**src/rtl/if_fetch_stage.sv**
```systemverilog
// ----------------------------------------------------------------------------
// if_fetch_stage
//
// Instruction-fetch stage and IF/ID pipeline register of the 5-stage MIPS
// pipeline. It owns the PC, applies load-use stalls and branch/jump
// redirects, and passes opcode/func to the main control decoder in ID.
// When a STOP word (opcode 6'd63) is fetched, the stage freezes the PC. It
// then lets the older instructions drain out of ID/EX/MEM/WB and raises
// halted_o, which stays set until reset.
//
// Optional feature (macro IF_PERF_CNT_EN):
//   Defining IF_PERF_CNT_EN adds the fetch_cnt_o and stall_cnt_o
//   performance counters. The default build leaves the macro undefined and
//   has no counters.
//
// Ports:
//   clk            in   system clock, rising edge
//   reset          in   asynchronous, active-high reset
//   imem_addr_o    out  byte address to instruction memory (always the PC)
//   imem_rdata_i   in   instruction word at imem_addr_o, same cycle
//   stall_i        in   load-use stall: hold PC and IF/ID
//   redirect_i     in   resolved taken branch / jump / jr: load redirect_pc_i
//   redirect_pc_i  in   redirect target (word-aligned)
//   ifid_instr_o   out  registered instruction
//   ifid_opcode_o  out  ifid_instr_o[31:26]
//   ifid_func_o    out  ifid_instr_o[5:0]
//   ifid_pc4_o     out  registered PC+4 of ifid_instr_o
//   ifid_valid_o   out  IF/ID holds a real instruction
//   halted_o       out  processor halted; sticky until reset
//   state_o        out  FSM state (debug): 0 RUN, 1 DRAIN, 2 HALT
//   fetch_cnt_o    out  (IF_PERF_CNT_EN) valid instructions written to IF/ID
//   stall_cnt_o    out  (IF_PERF_CNT_EN) stalled edges outside HALT
//
// Handshake: IF/ID has no ready signal. ifid_valid_o qualifies the contents
// of IF/ID. stall_i acts as the backpressure: when it is high, IF/ID and the
// PC hold every field, including valid. redirect_i takes priority over
// stall_i and replaces IF/ID with a bubble (instr 0, valid 0).
// ----------------------------------------------------------------------------
module if_fetch_stage #(
    parameter int unsigned         ADDR_W       = 32,
    parameter logic [ADDR_W-1:0]   RESET_PC     = '0,
    parameter int unsigned         DRAIN_CYCLES = 4
) (
    input  logic              clk,
    input  logic              reset,
    output logic [ADDR_W-1:0] imem_addr_o,
    input  logic [31:0]       imem_rdata_i,
    input  logic              stall_i,
    input  logic              redirect_i,
    input  logic [ADDR_W-1:0] redirect_pc_i,
    output logic [31:0]       ifid_instr_o,
    output logic [5:0]        ifid_opcode_o,
    output logic [5:0]        ifid_func_o,
    output logic [ADDR_W-1:0] ifid_pc4_o,
    output logic              ifid_valid_o,
    output logic              halted_o,
    output logic [1:0]        state_o
`ifdef IF_PERF_CNT_EN
    ,
    output logic [31:0]       fetch_cnt_o,
    output logic [31:0]       stall_cnt_o
`endif
);

    localparam logic [5:0] STOP_OPCODE = 6'd63;
    localparam int unsigned CNT_W = (DRAIN_CYCLES > 1) ? $clog2(DRAIN_CYCLES) : 1;
    localparam logic [CNT_W-1:0] DRAIN_LAST = CNT_W'(DRAIN_CYCLES - 1);

    typedef enum logic [1:0] {
        RUN   = 2'd0,
        DRAIN = 2'd1,
        HALT  = 2'd2
    } state_t;

    state_t            state_q, state_d;
    logic [ADDR_W-1:0] pc_q, pc_d;
    logic [31:0]       instr_q, instr_d;
    logic [ADDR_W-1:0] pc4_q, pc4_d;
    logic              valid_q, valid_d;
    logic [CNT_W-1:0]  cnt_q, cnt_d;

    logic [ADDR_W-1:0] pc_plus4;
    logic              is_stop;
    logic              fetch_inc;
    logic              stall_inc;

    // Unsigned add; 32'hFFFF_FFFC wraps to 0 by construction.
    assign pc_plus4 = pc_q + ADDR_W'(4);
    assign is_stop  = (imem_rdata_i[31:26] == STOP_OPCODE);

    // Next-state and next-register logic.
    // Priority on each edge: redirect > stall > advance.
    always_comb begin
        state_d   = state_q;
        pc_d      = pc_q;
        instr_d   = instr_q;
        pc4_d     = pc4_q;
        valid_d   = valid_q;
        cnt_d     = cnt_q;
        fetch_inc = 1'b0;

        case (state_q)
            RUN: begin
                if (redirect_i) begin
                    // Flush the wrong-path word.
                    pc_d    = redirect_pc_i;
                    instr_d = '0;
                    valid_d = 1'b0;
                end else if (!stall_i) begin
                    instr_d   = imem_rdata_i;
                    pc4_d     = pc_plus4;
                    valid_d   = 1'b1;
                    fetch_inc = 1'b1;
                    if (is_stop) begin
                        // STOP goes into IF/ID as a real instruction. The PC
                        // stays on it so that nothing younger is fetched.
                        state_d = DRAIN;
                        cnt_d   = '0;
                    end else begin
                        pc_d = pc_plus4;
                    end
                end
            end

            DRAIN: begin
                if (redirect_i) begin
                    // An older branch resolved and made STOP wrong-path.
                    state_d = RUN;
                    pc_d    = redirect_pc_i;
                    instr_d = '0;
                    valid_d = 1'b0;
                    cnt_d   = '0;
                end else if (!stall_i) begin
                    instr_d = '0;
                    valid_d = 1'b0;
                    cnt_d   = cnt_q + CNT_W'(1);
                    if (cnt_q == DRAIN_LAST) begin
                        state_d = HALT;
                    end
                end
            end

            HALT: begin
                // Terminal state. Only reset leaves it.
                instr_d = '0;
                valid_d = 1'b0;
            end

            default: begin
                state_d = RUN;
                instr_d = '0;
                valid_d = 1'b0;
            end
        endcase
    end

    assign stall_inc = stall_i && (state_q != HALT);

    always_ff @(posedge clk or posedge reset) begin
        if (reset) begin
            state_q <= RUN;
            pc_q    <= RESET_PC;
            instr_q <= '0;
            pc4_q   <= '0;
            valid_q <= 1'b0;
            cnt_q   <= '0;
        end else begin
            state_q <= state_d;
            pc_q    <= pc_d;
            instr_q <= instr_d;
            pc4_q   <= pc4_d;
            valid_q <= valid_d;
            cnt_q   <= cnt_d;
        end
    end

`ifdef IF_PERF_CNT_EN
    logic [31:0] fetch_cnt_q;
    logic [31:0] stall_cnt_q;

    // Both counters wrap naturally at 2^32. They freeze in HALT because
    // neither increment condition can be true in that state.
    always_ff @(posedge clk or posedge reset) begin
        if (reset) begin
            fetch_cnt_q <= '0;
            stall_cnt_q <= '0;
        end else begin
            if (fetch_inc) fetch_cnt_q <= fetch_cnt_q + 32'd1;
            if (stall_inc) stall_cnt_q <= stall_cnt_q + 32'd1;
        end
    end

    assign fetch_cnt_o = fetch_cnt_q;
    assign stall_cnt_o = stall_cnt_q;
`else
    // Without the counters these terms have no load. Folding them keeps
    // them referenced.
    logic unused_perf;
    assign unused_perf = fetch_inc ^ stall_inc;
`endif

    assign imem_addr_o   = pc_q;
    assign ifid_instr_o  = instr_q;
    assign ifid_opcode_o = instr_q[31:26];
    assign ifid_func_o   = instr_q[5:0];
    assign ifid_pc4_o    = pc4_q;
    assign ifid_valid_o  = valid_q;
    assign halted_o      = (state_q == HALT);
    assign state_o       = state_q;

endmodule

```
**config.mk**
```make
export PLATFORM = sky130hd
export DESIGN_NAME = if_fetch_stage
export DESIGN_NICKNAME = d
export VERILOG_FILES = /design/src/rtl/if_fetch_stage.sv
export SDC_FILE = /design/constraint.sdc
export NUM_CORES = 1
export LEC_CHECK = 0
export CAP_MARGIN = 30
export CORE_MARGIN = 2
export CORE_UTILIZATION = 45
export CTS_CLUSTER_SIZE = 30
export DETAILED_ROUTE_END_ITERATION = 10
export GPL_TIMING_DRIVEN = 0
export PLACE_DENSITY_LB_ADDON = 0.25
export SYNTH_ARGS = -nofsm -noshare
export SYNTH_HDL_FRONTEND = slang
export SYNTH_SLANG_ARGS = --single-unit
```
**constraint.sdc**
```tcl
create_clock -name clk -period 4.2 [get_ports clk]
set_clock_uncertainty 0.05 [all_clocks]
set_input_delay 1.05 -clock clk [delete_from_list [all_inputs] [get_ports clk]]
set_output_delay 1.05 -clock clk [all_outputs]
set_load 0.01 [all_outputs]
```
## After elaboration in Yosys (flattened, before gate mapping)

Index checks and enable logic that the tools add are counted.

| cells by class | value |
|---|---|
| $add $sub $neg | 2 |
| equal/unequal tests | 12 |
| muxes and demuxes | 28 |
| bitwise operators | 3 |
| reductions and logical operators | 7 |

Operators by type and width:

| kind | number |
|---|---|
| two-way mux 32 bit | 8 |
| one-hot mux 32 bit (2 select lines) | 2 |
| adder 32 x 3 -> 32 bit, second input constant | 1 |
| two-way mux 2 bit | 11 |
| != test 3 bit, second input constant | 4 |
| != test 2 bit, second input constant | 4 |
| equality test 6 bit, second input constant | 1 |
| one-hot mux 2 bit (3 select lines) | 1 |
| AND reduction 6 bit | 1 |
| AND reduction 5 bit | 1 |
| equality test 2 bit, second input constant | 2 |
| two-way mux 1 bit | 4 |
| one-hot mux 2 bit (2 select lines) | 1 |
| AND reduction 4 bit | 1 |
| NOT 1 bit | 3 |
| AND reduction 3 bit | 1 |
| adder 2 x 1 -> 2 bit, second input constant | 1 |
| equality test 2 x 1 -> 1 bit, second input constant | 1 |
| zero test 2 bit | 1 |
| one-hot mux 1 bit (2 select lines) | 1 |
| AND reduction 2 bit | 1 |
| nonzero test 2 bit | 1 |

| word-level totals | value |
|---|---|
| bits in registers | 101 |
| input bits | 68 |
| output and inout port bits | 112 |
| word-level logic and storage cells | 58 |

## Longest topological paths before layout

Gate-level depths: netlist of run 1.

| logic depth | value |
|---|---|
| depth after elaboration | 5 |
| gate-level depth with buffers | 8 |
| depth with buffers taken out | 6 |

## Least setup slack after synthesis of run 1

OpenSTA, ideal clock, no wires.

| timing | value |
|---|---|
| path type | input to register |
| start | in redirect_i |
| end | reg pc_q[15] (netlist: imem_addr_o[15]) |
| library setup time | 129 ps |
| data arrival time | 2515 ps |
| required time | 4021 ps |
| setup slack | 1506 ps |
| stages on the path | 7 |
| path buffers | 2 |
| cells stage by stage | clkbuf_1 > nand3b_1 > nor2_1 > nor3_1 > clkbuf_1 > o21ai_0 > o2bb2ai_1 |

| on the way | value |
|---|---|
| cells in the longest elaborated chain, start to end | 2 |
| elaborated cells on any way between the ends | 6 |
| those cells by class | eq/ne: 3; mux: 2; reduce/logical: 1 |

Ends and longest elaborated chain:

| item | line | source |
|---|---|---|
| start: declaration | 49 | `input logic redirect_i,` |
| != test 3 bit (no line), or another cell as far along | n/a |  |
| AND reduction 4 bit (no line) / one-hot mux 32 bit (2 select lines) (equally long branches) | n/a |  |
| end signal: assignment | 169 | `pc_q <= pc_d;` |
| end: declaration | 76 | `logic [ADDR_W-1:0] pc_q, pc_d;` |

Several ways; a longest one is shown, not always the timed one.
A chain may end at the register's enable or synchronous reset.

## Worst setup path in the final report of run 1

| timing | value |
|---|---|
| start | in stall_i |
| end | reg pc_q[15] (netlist: imem_addr_o[15]) |

| on the way | value |
|---|---|
| cells in the longest elaborated chain, start to end | 2 |

Ends and longest elaborated chain:

| item | line | source |
|---|---|---|
| start: declaration | 48 | `input logic stall_i,` |
| != test 3 bit (no line) | n/a |  |
| AND reduction 4 bit (no line) | n/a |  |

No other way between the ends.

==> key figures, run 1 <==
Setup path
  – Crit-path max FO: 10
  – Cells along the critical path: clkdlybuf4s50_1 -> nor2_1 -> nor2_1 -> nor3_1 -> clkbuf_1 -> o21ai_0 -> o2bb2ai_1
  – Crit path kind: primary input to flip-flop
  – CP Capture Type: flip-flop
  – Slowest-stage cell, CP: nor3_1
  – Crit start category: primary input
  – Worst EP arrival: 3.21 ns
  – Req. time, crit path: 4.39 ns
  – Most frequent CP cell: nor2_1
  – CP max stage delay: 0.66 ns

Yosys
  – Synth Cell Area: 4910 sq um
  – Mapped Avg Cell Area: around 9.7 sq um
  – Top-count cell post-synth: dfrtp_1
  – Synth top area cells: dfrtp_1 (51%), a22o_1 (5.7%), nand2_1 (5.5%), o21ai_0 (3.6%), a21oi_1 (3.4%)
  – Synth top cells by count: dfrtp_1 (101), nand2_1 (72), o21ai_0 (35), a21oi_1 (33), a22o_1 (32)
  – Synth top area share: 51.48%
  – Async SR Flop Fraction: 100.0%
  – Synth Flop Type: dfrtp_1
  – Synth area leader: dfrtp_1
  – Synth warn: 0
  – Seq/Total Area, Yosys: 51.48%
  – Post-Synthesis Cells: 508
  – Synth Register Bits: 101
  – Syn_nets: a little under 600
  – Post-synth EDFFs: 0
  – Post-synth cell types: 42

Timing
  – F_max: 330.8 MHz
  – Period utilization: 71.97%
  – Max_slew headroom: a little over two fifths
  – Final slew viol count: 0
  – Slew @ Worst Pin: 0.8468 ns
  – Period minus WS final: 3.023 ns
  – Finish-stage setup viols: 0
  – RSZ-0062 raised after global routing: false
  – Final Hold Fails: 0

Clocking
  – # resized after CTS: 0
  – Post-CTS Setup Inserts: 0
  – CTS H-tree lvls: 3
  – Clock tree buffer depth: 2
  – Inserted Clock Buffers: 9
  – Hold buffer count at cts: 0
  – Worst-Skew Late Latency: around 0.37 ns
  – CTS Sinks: ~100
  – CTS tree: done
  – Clock Root Buffer: clkbuf_8
  – Clk slew on worst S/H paths: ~0.10 ns

Finish
  – Post-Layout Cell Count: between 800 and 900
  – # fillers: 917
  – Final core occ: approximately 66%
  – Area grow syn2layout: 44.01%
  – Layout cell share with drive strength beyond 1: under 10%
  – Final Instance Area: 7071 sq um
  – # diodes: 0
  – Final net count: 768
  – FF+latch area: roughly 2500 sq um
  – Multi-input gate area: 2113 sq um

Floorplanning
  – Die ar.: 11760 sq um
  – # IOs: 180
  – Die H: 108.5 um
  – Cell Rows: 38
  – Initial Utilization: roughly 46%
  – Die width: 108.5 um
  – Core Region: 10750 sq um

Power
  – Peak VDD IR: 191.4 uV
  – Cell Int Power: 1453 uW
  – Cell leakage power: between 0.002 and 0.003 uW
  – Comb pwr share: 15.3%
  – Net Sw Power: between 400 and 500 uW
  – Register share of total power: 54.1%
  – Clock Power Share: 30.6%
  – Cell area power density: 276.1 nW/um^2
  – Sw Ratio: 25.55%
  – Final Total Pwr: 1952 uW

Place
  – Inst Count DP: 827
  – Hpwl dp: approximately 11000 um
  – GP Congestion: roughly 0.87
  – IO buf count: around 180
  – Placed instance area: 6897 sq um

Global route
  – Vias in the first global route: 4573
  – Antenna violations before repair: 0
  – Gr usage total: between 20% and 30%
  – Largest net degree at the start of global routing: 68
  – Total grt overflow: 0
  – Global-route wire length before repair: 23720 um

Min path
  – Hold Path Class: flip-flop to flip-flop

Status
  – Run status: finished clean

Route
  – DRT Pass-1 Iters: 5
  – WL final: 14820 um
  – Final ANT Viol Nets: 0
  – Starting DRC count in detailed routing: 331
  – Residual DRC: 0
  – Vias: approximately 4700
  – Vias per inst: 5.584
  – Post-DR wirelength/cell: 17.60 um

Flow run
  – Maximum Capacitance Violations: 0
## cell families (layout without fill, tap and decap cells)
| kind of cell | after synthesis | in the layout | synth area share [%] |
|---|---|---|---|
| AND/OR/NAND/NOR | 165 | 165 | 16.28 |
| AO/OA/AOI/OAI | 152 | 152 | 20.57 |
| flip-flops | 101 | 101 | 51.48 |
| buffers and inverters | 57 | 251 | 5.479 |
| XOR/XNOR | 28 | 28 | 4.995 |
| multiplexers | 3 | 3 | 0.6880 |
| adder cells (fa/ha/maj) | 2 | 2 | 0.5096 |
## routing by layer
metal  routed length [um]  global-route usage [%]
met5                    0                       0
met4                  328                   10.07
met3                 1032                   4.219
met2                 7124                   42.01
met1                 6329                   34.91
## layout make-up
class                           instances  share of cell area [%]
Clock inverter                          2                  0.4955
Tap cell                              140                   2.477
Timing Repair Buffer                  179                   25.59
Sequential cell                       101                   35.75
Clock buffer                           13                   1.964
Inverter                                6                  0.3539
Buffer                                 51                   3.486
Multi-Input combinational cell        350                   29.89
## worst max-delay path: cells and delay by family
kind,cells,cell delay (ns)
simple gates,3,0.95
buf+inv,2,0.90
compound gates,2,0.30
## metrics by stage
stage / TNS [ns] / hold WS [ns] / setup WS, ns
after global routing: 0 / 0.4640 / 0.9208
after CTS: 0 / 0.4405 / 1.186
final: 0 / 0.4317 / 1.177
after detailed placement: 0 / 0.4149 / 0.8025
after global placement: -107.45 / 0.4128 / -1.070
after floorplan: 0 / 0.4038 / 0.4529
## path summary, 6_finish.rpt
path / startpoint / endpoint / slack (ns) / cells after the start
max: stall_i / imem_addr_o[15] / 1.18 / 7
min: ifid_pc4_o[13] / ifid_pc4_o[13] / 0.43 / 2
max reg2reg: state_o[0] / imem_addr_o[15] / 1.76 / 7
min reg2reg: ifid_pc4_o[13] / ifid_pc4_o[13] / 0.43 / 2
max in group asynchronous: reset / ifid_instr_o[22] / 2.43 / 3
min in group asynchronous: reset / ifid_pc4_o[8] / 1.00 / 2
## placed cells by master (no fill, tap or decap), drive strengths merged, types with 2 or more instances in the layout
| cell | instances |
|---|---|
| clkdlybuf4s50 | 178 |
| dfrtp | 101 |
| nand2 | 72 |
| clkbuf | 44 |
| o21ai | 37 |
| a21oi | 33 |
| a22o | 32 |
| nor2 | 23 |
| buf | 21 |
| o22ai | 18 |
| a2bb2oi | 16 |
| xor2 | 16 |
| nand3 | 15 |
| xnor2 | 12 |
| nand4 | 10 |
| and2 | 9 |
| and3 | 8 |
| nor3 | 7 |
| inv | 6 |
| or4 | 6 |
| a31oi | 5 |
| nor4 | 5 |
| o21a | 3 |
| o22a | 3 |
| or3 | 3 |
| mux2 | 3 |
| and4 | 2 |
| or2 | 2 |
| a22oi | 2 |
| ha | 2 |
## registers in the layout, indices dropped and copies added, names as in the netlist
signal        cells
ifid_instr_o     32
ifid_pc4_o       32
imem_addr_o      32
cnt_q             2
state_o           2
ifid_valid_o      1
## power groups by stage
stage          Sequential, uW  Combinational, uW  Clock, uW
3_5_place_dp             1070                299          0
5_1_grt                  1060                326        642
6_report                 1060                299        598
3_3_place_gp             1070                290          0
2_1_floorplan            1080                103          0
4_1_cts                  1050                301        603
Power figures use the tool's default switching activity.
==> run 2: changes to the inputs <==
--- a/config.mk
+++ b/config.mk
@@ -7,7 +7,7 @@
 export LEC_CHECK = 0
 export CAP_MARGIN = 30
 export CORE_MARGIN = 2
-export CORE_UTILIZATION = 45
+export CORE_UTILIZATION = 41
 export CTS_CLUSTER_SIZE = 30
 export DETAILED_ROUTE_END_ITERATION = 10
 export GPL_TIMING_DRIVEN = 0
==> constraint.sdc (replaced) <==
create_clock -name clk -period 2.42 [get_ports clk]
set_clock_uncertainty 0.05 [all_clocks]
set_input_delay 0.605 -clock clk [delete_from_list [all_inputs] [get_ports clk]]
set_output_delay 0.605 -clock clk [all_outputs]
set_load 0.01 [all_outputs]
==> key figures, run 2 (synthesis gave the netlist of run 1 again) <==
Floorplanning
  – Initial Utilization: 42.45% (-3.2 points)
  – # IOs: 180 (unchanged)
  – Die ar.: 12870 sq um (+9.4%)
  – Die H: 113.4 um (+4.6%)
  – Cell Rows: 39 (+2.6%)
  – Die width: 113.4 um (+4.6%)
  – Core Region: 11560 sq um (+7.6%)

Min path
  – Hold Crit Start: ifid_valid_o
  – Hold Path Stages: 2 (unchanged)
  – Hold Path Class: flip-flop to flip-flop
  – Min-Delay Endpoint: ifid_valid_o

Route
  – Final ANT Viol Nets: 0 (unchanged)
  – DRT Pass-1 Iters: 5 (unchanged)
  – WL final: 15000 um (+1.3%)
  – Residual DRC: 0 (unchanged)
  – Vias: 4682 (-0.43%)
  – Post-DR wirelength/cell: 17.76 um (+0.92%)
  – Vias per inst: 5.541 (-0.78%)
  – Starting DRC count in detailed routing: 393 (+19%)

Setup path
  – Crit-path max FO: 10 (unchanged)
  – Req. time, crit path: 2.57 ns (-1.82 ns)
  – CP Capture Type: flip-flop
  – Number of cells on the worst reg-to-reg path: 6 (-1)
  – Worst r2r src: imem_addr_o[3]
  – Reg2reg setup slack: 0.10 ns (-1.66 ns)
  – Crit Reg-Reg Endpoint: imem_addr_o[26]
  – Crit start category: primary input
  – Crit path kind: primary input to flip-flop
  – Worst EP arrival: 2.50 ns (-0.71 ns)

Finish
  – Area grow syn2layout: 49.01%
  – Commonest non-fill, non-tap cell in the layout: clkdlybuf4s50_1
  – # fillers: 968 (+5.6%)
  – FF+latch area: 2532 sq um (+0.20%)
  – # diodes: 0 (unchanged)
  – Post-Layout Cell Count: 845 (+0.36%)
  – Layout cell share with drive strength beyond 1: 8.832% (+3.1 points)
  – Leading cell types in the layout, fill and taps excluded: clkdlybuf4s50_1 (178), dfrtp_1 (97), nand2_1 (72), o21ai_0 (35)
  – Multi-input gate area: 2140 sq um (+1.2%)
  – Final net count: 767 (-0.13%)
  – Final Instance Area: 7316 sq um (+3.5%)

Place
  – Hpwl dp: 10880 um (-0.46%)
  – GP Congestion: 0.9129 (+5.2%)
  – IO buf count: 178 (unchanged)
  – Inst Count DP: 831 (+0.48%)
  – Placed instance area: 6914 sq um (+0.25%)

Timing
  – Period utilization: 96.93%
  – F_max: 426.3 MHz
  – Finish-stage setup viols: 0 (unchanged)
  – Slew @ Worst Pin: 0.7524 ns (-0.09441 ns)
  – Period minus WS final: ~2.3 ns
  – Max_slew headroom: 49.38% (+6.3 points)
  – Final Hold Fails: 0 (unchanged)
  – Final slew viol count: 0 (unchanged)

Global route
  – Gr usage total: 23.81% (-2.1 points)
  – Antenna violations before repair: 0 (unchanged)
  – Vias in the first global route: 4594 (+0.46%)
  – Largest net degree at the start of global routing: 44 (-35%)
  – Global-route wire length before repair: 24230 um (+2.1%)
  – Total grt overflow: 0 (unchanged)

Power
  – Cell area power density: 561.1 nW/um^2 (+100%)
  – Cell leakage power: 0.003031 uW (+3.9%)
  – Peak VDD IR: 345.4 uV (+80%)

Clocking
  – Inserted Clock Buffers: 9 (unchanged)
  – Worst-Skew Late Latency: 0.35 ns (-0.02 ns)
  – CTS H-tree lvls: 3 (unchanged)
  – Clock tree buffer depth: 2 (unchanged)
  – Clock Root Buffer: clkbuf_16
  – CTS Sinks: 101 (unchanged)
  – CTS tree: done
  – Clk slew on worst S/H paths: 0.07 ns (-0.03 ns)
  – Post-CTS Setup Inserts: 0 (unchanged)

Flow run
  – Maximum Capacitance Violations: 0 (unchanged)

Status
  – Run status: finished clean
-- run 2: changes by cell type in the layout (fill, tap and decap cells not counted), moves of 3 or more --
cell,previous run,this run
buf_1,4,0
bufinv_16,1,4
clkbuf_1,35,23
clkbuf_16,0,9
clkbuf_2,0,10
clkbuf_8,9,0
dfrtp_1,101,97
dfrtp_2,0,4
-- run 2: worst max-delay path, stage by stage --
cell and delay [ns]:
clkdlybuf4s50_1 0.50, nand4_1 0.23, o221ai_4 0.42, clkbuf_1 0.48, a21oi_1 0.10, a2bb2oi_1 0.16
-- run 2: power by group --
part / switching [uW] / internal (uW) / total (uW)
clock network: 634 / 1110 / 1740
logic: 226 / 298 / 524
registers: 80.3 / 1760 / 1840
-- run 2: per-layer routing --
metal	vias up	global-route usage, %	share of wire (%)
met3	13	5.367	7.0
met4	0	6.423	0.98
met2	191	37.33	47
li1	2187	-	-
met5	-	0	0
met1	2291	33.67	46
-- run 2: worst max path at each step --
stage	start	slack (ns)	cells after the start	endpoint
final	imem_rdata_i[28]	0.07	6	imem_addr_o[23]
after global routing	stall_i	-0.002	6	ifid_pc4_o[15]
after CTS	imem_rdata_i[27]	0.01	6	imem_addr_o[23]
after detailed placement	stall_i	-0.52	7	imem_addr_o[15]
after global placement	reset	-0.48	2	imem_addr_o[1]
after floorplan	redirect_i	0.17	7	imem_addr_o[15]
-- run 2: layout make-up --
| class | count | share of cell area, % |
|---|---|---|
| buffer | 49 | 3.472 |
| inverter | 6 | 0.3592 |
| multi-input combinational | 350 | 29.25 |
| clock inverter | 7 | 1.881 |
| clock buffer | 9 | 3.079 |
| tap | 143 | 2.446 |
| sequential | 101 | 34.62 |
| timing repair buffer | 180 | 24.90 |
-- run 2: what timing repair did --
| action | CTS | global route |
|---|---|---|
| hold endpoints to repair | 0 | 0 |
| hold buffers | 0 | 0 |
| endpoints found under the setup margin | 25 | 35 |
| gates resized for setup | 2 | 22 |
-- run 2: stage by stage --
stage,hold WS [ns],utilization (%),TNS (ns),power [uW],worst slack (ns)
CTS,0.4288,62.94,0,4134,0.01223
detailed placement,0.4125,59.79,-15.09,2386,-0.5210
global route,0.4630,63.26,-0.002010,4279,-0.002010
finish,0.4253,63.26,0,4105,0.07435
floorplan,0.4038,-,0,2059,0.1711
global placement,0.4099,59.44,-62.12,2369,-0.4824
